`src/rtl/mem_access_unit.sv`:
```
// MEM-stage load/store unit driving an SRAM-like data bus (req / addr_ok / data_ok).
// Aligns store data and strobes, extends load data, flags misaligned accesses and
// stalls the pipeline while a bus transaction is open.
module mem_access_unit #(
  parameter int unsigned ADDR_W = 32,
  parameter int unsigned DATA_W = 32
) (
  input  logic              clk,
  input  logic              rst_n,
  input  logic              flush,
  input  logic              in_valid,
  input  logic [1:0]        mem_type,
  input  logic [2:0]        mem_size,
  input  logic              unsigned_flag,
  input  logic [ADDR_W-1:0] addr,
  input  logic [DATA_W-1:0] wdata,
  output logic              data_req,
  output logic              data_wr,
  output logic [1:0]        data_size,
  output logic [ADDR_W-1:0] data_addr,
  output logic [DATA_W-1:0] data_wdata,
  output logic [3:0]        data_wstrb,
  input  logic              data_addr_ok,
  input  logic              data_data_ok,
  input  logic [DATA_W-1:0] data_rdata,
  output logic              stall,
  output logic [DATA_W-1:0] load_data,
  output logic              result_valid,
  output logic              addr_err_load,
  output logic              addr_err_store
);

  // Decoder field encodings
  localparam logic [1:0] MEM_NOOP      = 2'd0;
  localparam logic [1:0] MEM_LOAD      = 2'd1;
  localparam logic [1:0] MEM_STOR      = 2'd2;
  localparam logic [2:0] SZ_BYTE       = 3'd0;
  localparam logic [2:0] SZ_HALF       = 3'd1;
  localparam logic [2:0] SZ_FULL       = 3'd2;
  localparam logic       ZERO_EXTENDED = 1'b1;

  // FSM states
  localparam logic [2:0] ST_IDLE  = 3'd0;
  localparam logic [2:0] ST_REQ   = 3'd1;
  localparam logic [2:0] ST_WAIT  = 3'd2;
  localparam logic [2:0] ST_DRAIN = 3'd3;
  localparam logic [2:0] ST_DONE  = 3'd4;

  logic [2:0]        state_q, state_d;
  logic              wr_q;
  logic [1:0]        size_q;
  logic [ADDR_W-1:0] addr_q;
  logic [DATA_W-1:0] wdata_q;
  logic [3:0]        wstrb_q;
  logic              uns_q;
  logic [DATA_W-1:0] load_q;

  logic              is_load, is_store, is_mem;
  logic              misaligned;
  logic              accept;
  logic              capture;
  logic [DATA_W-1:0] st_wdata;
  logic [3:0]        st_wstrb;
  logic [1:0]        bus_size;
  logic [7:0]        ld_byte;
  logic [15:0]       ld_half;
  logic [DATA_W-1:0] ld_ext;

  assign is_load  = (mem_type == MEM_LOAD);
  assign is_store = (mem_type == MEM_STOR);
  assign is_mem   = is_load | is_store;

  // Alignment check; unknown size codes are treated as misaligned
  always_comb begin
    misaligned = 1'b1;
    case (mem_size)
      SZ_BYTE: misaligned = 1'b0;
      SZ_HALF: misaligned = addr[0];
      SZ_FULL: misaligned = (addr[1:0] != 2'b00);
      default: misaligned = 1'b1;
    endcase
  end

  assign addr_err_load  = in_valid & is_load & misaligned;
  assign addr_err_store = in_valid & is_store & misaligned;
  assign accept         = in_valid & (mem_type != MEM_NOOP) & is_mem & (state_q == ST_IDLE) &
                          ~flush & ~misaligned;

  // Store lane replication and byte strobes; loads carry no strobes
  always_comb begin
    st_wdata = wdata;
    st_wstrb = 4'b1111;
    bus_size = 2'd2;
    case (mem_size)
      SZ_BYTE: begin
        st_wdata = {4{wdata[7:0]}};
        st_wstrb = 4'b0001 << addr[1:0];
        bus_size = 2'd0;
      end
      SZ_HALF: begin
        st_wdata = {2{wdata[15:0]}};
        st_wstrb = addr[1] ? 4'b1100 : 4'b0011;
        bus_size = 2'd1;
      end
      default: ;
    endcase
    if (!is_store) begin
      st_wdata = '0;
      st_wstrb = 4'b0000;
    end
  end

  // Load lane extraction and extension from the registered request fields
  always_comb begin
    ld_byte = data_rdata[{addr_q[1:0], 3'b000} +: 8];
    ld_half = data_rdata[{addr_q[1], 4'b0000} +: 16];
    case (size_q)
      2'd0:    ld_ext = (uns_q == ZERO_EXTENDED) ? {24'd0, ld_byte} : {{24{ld_byte[7]}}, ld_byte};
      2'd1:    ld_ext = (uns_q == ZERO_EXTENDED) ? {16'd0, ld_half} : {{16{ld_half[15]}}, ld_half};
      default: ld_ext = data_rdata;
    endcase
  end

  // Transaction FSM; capture marks the cycle the read data is taken
  always_comb begin
    state_d = state_q;
    capture = 1'b0;
    case (state_q)
      ST_IDLE: if (accept) state_d = ST_REQ;
      ST_REQ: begin
        if (data_addr_ok && data_data_ok) begin
          state_d = ST_DONE;
          capture = 1'b1;
        end else if (data_addr_ok) begin
          // Request already accepted: cannot withdraw, so a flush must drain it
          state_d = flush ? ST_DRAIN : ST_WAIT;
        end else if (flush) begin
          state_d = ST_IDLE;
        end
      end
      ST_WAIT: begin
        if (data_data_ok) begin
          state_d = ST_DONE;
          capture = 1'b1;
        end else if (flush) begin
          state_d = ST_DRAIN;
        end
      end
      ST_DRAIN: if (data_data_ok) state_d = ST_IDLE;
      ST_DONE:  state_d = ST_IDLE;
      default:  state_d = ST_IDLE;
    endcase
  end

  // State and request-field registers
  always_ff @(posedge clk or negedge rst_n) begin
    if (!rst_n) begin
      state_q <= ST_IDLE;
      wr_q    <= 1'b0;
      size_q  <= 2'd0;
      addr_q  <= '0;
      wdata_q <= '0;
      wstrb_q <= 4'b0000;
      uns_q   <= 1'b0;
      load_q  <= '0;
    end else begin
      state_q <= state_d;
      if (accept) begin
        wr_q    <= is_store;
        size_q  <= bus_size;
        addr_q  <= addr;
        wdata_q <= st_wdata;
        wstrb_q <= st_wstrb;
        uns_q   <= unsigned_flag;
      end
      if (capture && !wr_q) load_q <= ld_ext;
    end
  end

  assign data_req     = (state_q == ST_REQ);
  assign data_wr      = wr_q;
  assign data_size    = size_q;
  assign data_addr    = addr_q;
  assign data_wdata   = wdata_q;
  assign data_wstrb   = wstrb_q;
  assign load_data    = load_q;
  assign result_valid = (state_q == ST_DONE);
  assign stall        = accept | (state_q == ST_REQ) | (state_q == ST_WAIT) |
                        (state_q == ST_DRAIN);

endmodule

```
`config.mk`:
```
export PLATFORM = sky130hd
export DESIGN_NAME = mem_access_unit
export DESIGN_NICKNAME = d
export VERILOG_FILES = /design/src/rtl/mem_access_unit.sv
export SDC_FILE = /design/constraint.sdc
export NUM_CORES = 1
export LEC_CHECK = 0
export ABC_AREA = 1
export CAP_MARGIN = 10
export CORE_AREA = 2 2 120 122
export CTS_CLUSTER_DIAMETER = 120
export CTS_CLUSTER_SIZE = 20
export DETAILED_ROUTE_END_ITERATION = 8
export DIE_AREA = 0 0 122 124
export HOLD_SLACK_MARGIN = 0.1
export PLACE_DENSITY = 0.76
export SLEW_MARGIN = 5
export SYNTH_ARGS = -nofsm -noshare
export SYNTH_HDL_FRONTEND = slang
export SYNTH_SLANG_ARGS = --single-unit
```
`constraint.sdc`:
```
create_clock -name clk -period 1.36 [get_ports clk]
set_input_delay 0.136 -clock clk [delete_from_list [all_inputs] [get_ports clk]]
set_output_delay 0.136 -clock clk [all_outputs]
set_load 0.1 [all_outputs]
```
==> results by group <==
Outcome
  • Status: finished with violations
  • Failing checks: setup timing

Synth
  • Ranking of synthesized cells by area: dfrtp_1, nand2_1, nand3_1
  • Post-Synthesis Net Count: 858
  • Syn. warnings: 0
  • Avg Cell Area, Syn: 7.31 um2
  • Mapped Cells: approximately 750
  • Mapped Area: 5460 um2
  • Yosys reg bits: ~110
  • Cell variety after synth: 31
  • Cell taking the most area after synthesis: dfrtp_1
  • Seq/Total Area, Yosys: around half
  • Post-synth top area share: 49.1%

Run
  • Max-cap violations: 0

Route
  • First-pass DRT Iterations: 5
  • Via count: 6322
  • Antenna-violating nets left: 0
  • Routed WL per cell: 17.6 um
  • Number of DRC markers in iteration 0: 711
  • Final WL: 21900 um
  • DRC: 0
  • Ratio of routed vias to standard cells: about 5.1

Floorplanning
  • Initial Utilization: 39.8%
  • Core area: 13700 um2
  • Die height: 124 um
  • I/O Pins: between 200 and 250
  • Die ar.: 15100 um2
  • Cell row count: 43
  • Die W: 122 um

Layout
  • Share of cells above drive strength 1: 38.9%
  • Nets: 1168
  • FILL cells: between 800 and 900
  • Area delta synth->final: 101%

Placement
  • PortBufs: 215
  • RePlAce Congestion: 0.921
  • Pre-CTS worst setup slack: -620 ps
  • Final HPWL DP: between 10000 and 15000 um

Global route
  • GRT Resource Usage Total: 30.0%
  • Global-route wire length before repair: 34600 um
  • Grt total ovfl: 0
  • Largest net degree at the start of global routing: 36
  • Initial antenna violation count: 1
  • Vias in the first global route: 6716

Pwr
  • Leakage: 5.48 nW
  • Maximum VDD drop: ~0.0019 V
  • PD cells: 2500 nW/um2

Timing
  • RSZ-0062 raised after global routing: yes
  • Final worst path period share: 124%
  • Max_slew headroom: 75.0%
  • Worst clock skew: between 5 and 6 ps
  • Final Hold Viols: 0
  • Max Fclk: between 0.5 and 0.6 GHz
  • Final Hold Slack: 242 ps
  • Final min period: 1690 ps
  • Setup slack after layout: -332 ps
  • Setup TNS: -29290 ps
  • Worst Tran Pin Value: 372 ps
  • Slew Limit Fails: 0
  • Setup-failing EPs final: around 110

Worst hold path
  • HP Class: input port to asynchronous set/reset pin

Worst setup path
  • CP Capture Type: flip-flop
  • Critical Path AT: 1940 ps
  • CP required: 1610 ps
  • CP Class: flip-flop to flip-flop
  • Setup crit start kind: flip-flop
  • Max FO, Critical Path: 6

CTS
  • TritonCTS clock tree: done
  • Clock transition at path regs: 70 ps
  • Worst-Skew Late Latency: 350 ps
  • Num CTS Buffers: 9
  • Max clock buf depth: 2
  • CTS sink cnt: 107
  • CTS root buf: clkbuf_16
  • H-tree depth: 3
final timing paths:
kind	slack [ps]	startpoint	cells past startpoint	endpoint
min in group clk	260	addr[0]	5	data_addr[0]$_DFFE_PN0P_
max	-330	state_q[1]$_DFFE_PN0P_	11	data_addr[19]$_DFFE_PN0P_
min reg2reg	540	data_addr[2]$_DFFE_PN0P_	2	data_addr[2]$_DFFE_PN0P_
max in group asynchronous	610	rst_n	3	data_wdata[21]$_DFFE_PN0P_
min	240	rst_n	2	load_data[22]$_DFFE_PN0P_
max reg2reg	-330	state_q[1]$_DFFE_PN0P_	11	data_addr[19]$_DFFE_PN0P_
Yosys cell counts, drive strengths merged:
master / count
a21oi: 2
buf: 28
clkbuf: 5
clkinv: 1
dfrtp: 107
ha: 3
inv: 38
nand2: 444
nand3: 32
nand4: 8
nor2: 35
nor3: 2
o211ai: 1
o21ai: 30
o21bai: 1
o31ai: 1
or2: 9
state kept, by name, summed over array words and instances, names as in the netlist:
name,cells
uns_q,1
data_size,2
load_data,32
data_wstrb,4
data_wdata,32
state_q,3
data_addr,32
data_wr,1
cells by family after synthesis:
logic type / after synthesis / synth area share, %
AND/OR/NAND/NOR: 530 / 39.4
adder cells (fa/ha/maj): 3 / 0.688
AO/OA/AOI/OAI: 35 / 3.62
flip-flops: 107 / 49.1
buffers and inverters: 72 / 7.22
timing repair:
action                                  in CTS  in global routing
pin swaps                                   55                 19
hold endpoints to repair                   107                  0
gates cloned                                20                  0
buffers inserted                            23                  4
endpoints found under the setup margin     112                113
hold buffers                                 1                  0
gates resized for setup                    182                 55
per-layer routing:
| metal | wire length [um] | vias up | part of all wire, % | GRT usage (%) |
|---|---|---|---|---|
| li1 | - | 2917 | - | - |
| met2 | 11200 | 344 | 51 | 52.7 |
| met1 | 7750 | 2997 | 35 | 34.2 |
| met4 | 801 | 0 | 3.7 | 13.6 |
| met3 | 2160 | 64 | 9.9 | 8.29 |
| met5 | 0 | - | 0 | 0 |
worst max-delay path: stages, from the launching register on:
cell and delay (ps):
dfrtp_2 420, nor2_2 120, nand2_2 100, nor2_4 110, nand3_4 80, buf_6 140
buf_6 110, buf_12 140, buf_12 120, buf_16 130, nand2_1 60, nand2_1 50
through the flow:
step	power (mW)	util [%]	instances	cell area, um2
3_5_place_dp	23.6	68.6	1184	9410
4_1_cts	27.2	79.2	1243	10900
6_report	27.4	80.0	1243	11000
5_1_grt	28.6	80.0	1243	11000
2_1_floorplan	16.1	-	747	5550
3_3_place_gp	23.3	68.6	1184	9410
cell type report:
| cell class | instances | area [um2] | share of cell area, % |
|---|---|---|---|
| Clock inverter | 4 | 32.5 | 0.296 |
| Timing Repair inverter | 7 | 97.6 | 0.889 |
| Multi-Input combinational cell | 568 | 2890 | 26.4 |
| Timing Repair Buffer | 325 | 4590 | 41.8 |
| Clock buffer | 12 | 267 | 2.43 |
| Inverter | 39 | 183 | 1.66 |
| Antenna cell | 1 | 2.50 | 0.0228 |
| Sequential cell | 107 | 2690 | 24.5 |
| Tap cell | 180 | 225 | 2.05 |
power by group:
| group | switching [mW] | leakage [nW] | internal (mW) | total [mW] |
|---|---|---|---|---|
| clock | 1.22 | 0.141 | 1.40 | 2.62 |
| sequential | 1.47 | 1.42 | 4.34 | 5.82 |
| combinational | 12.1 | 3.93 | 6.94 | 19.0 |
layout by cell type, fill, tap and decap left out, types with 2 or more instances in the layout:
master,instances
dfrtp_2,5
nor3_4,2
buf_4,60
nor2_1,26
nand3_2,8
nand2_4,24
inv_1,26
nand2_2,90
nand2_1,329
or2_2,9
o21ai_1,6
clkbuf_8,3
inv_8,5
inv_12,2
buf_6,20
ha_1,3
dlygate4sd2_1,4
clkdlybuf4s15_1,2
buf_8,2
dfrtp_1,101
o21ai_0,18
clkdlybuf4s50_1,99
inv_16,2
buf_16,13
nand4_1,8
nor2_4,7
buf_12,123
clkinvlp_4,4
o21ai_2,6
nor2_2,2
nand3_1,23
inv_4,2
inv_2,7
clkbuf_16,9
Power figures use the tool's default switching activity.
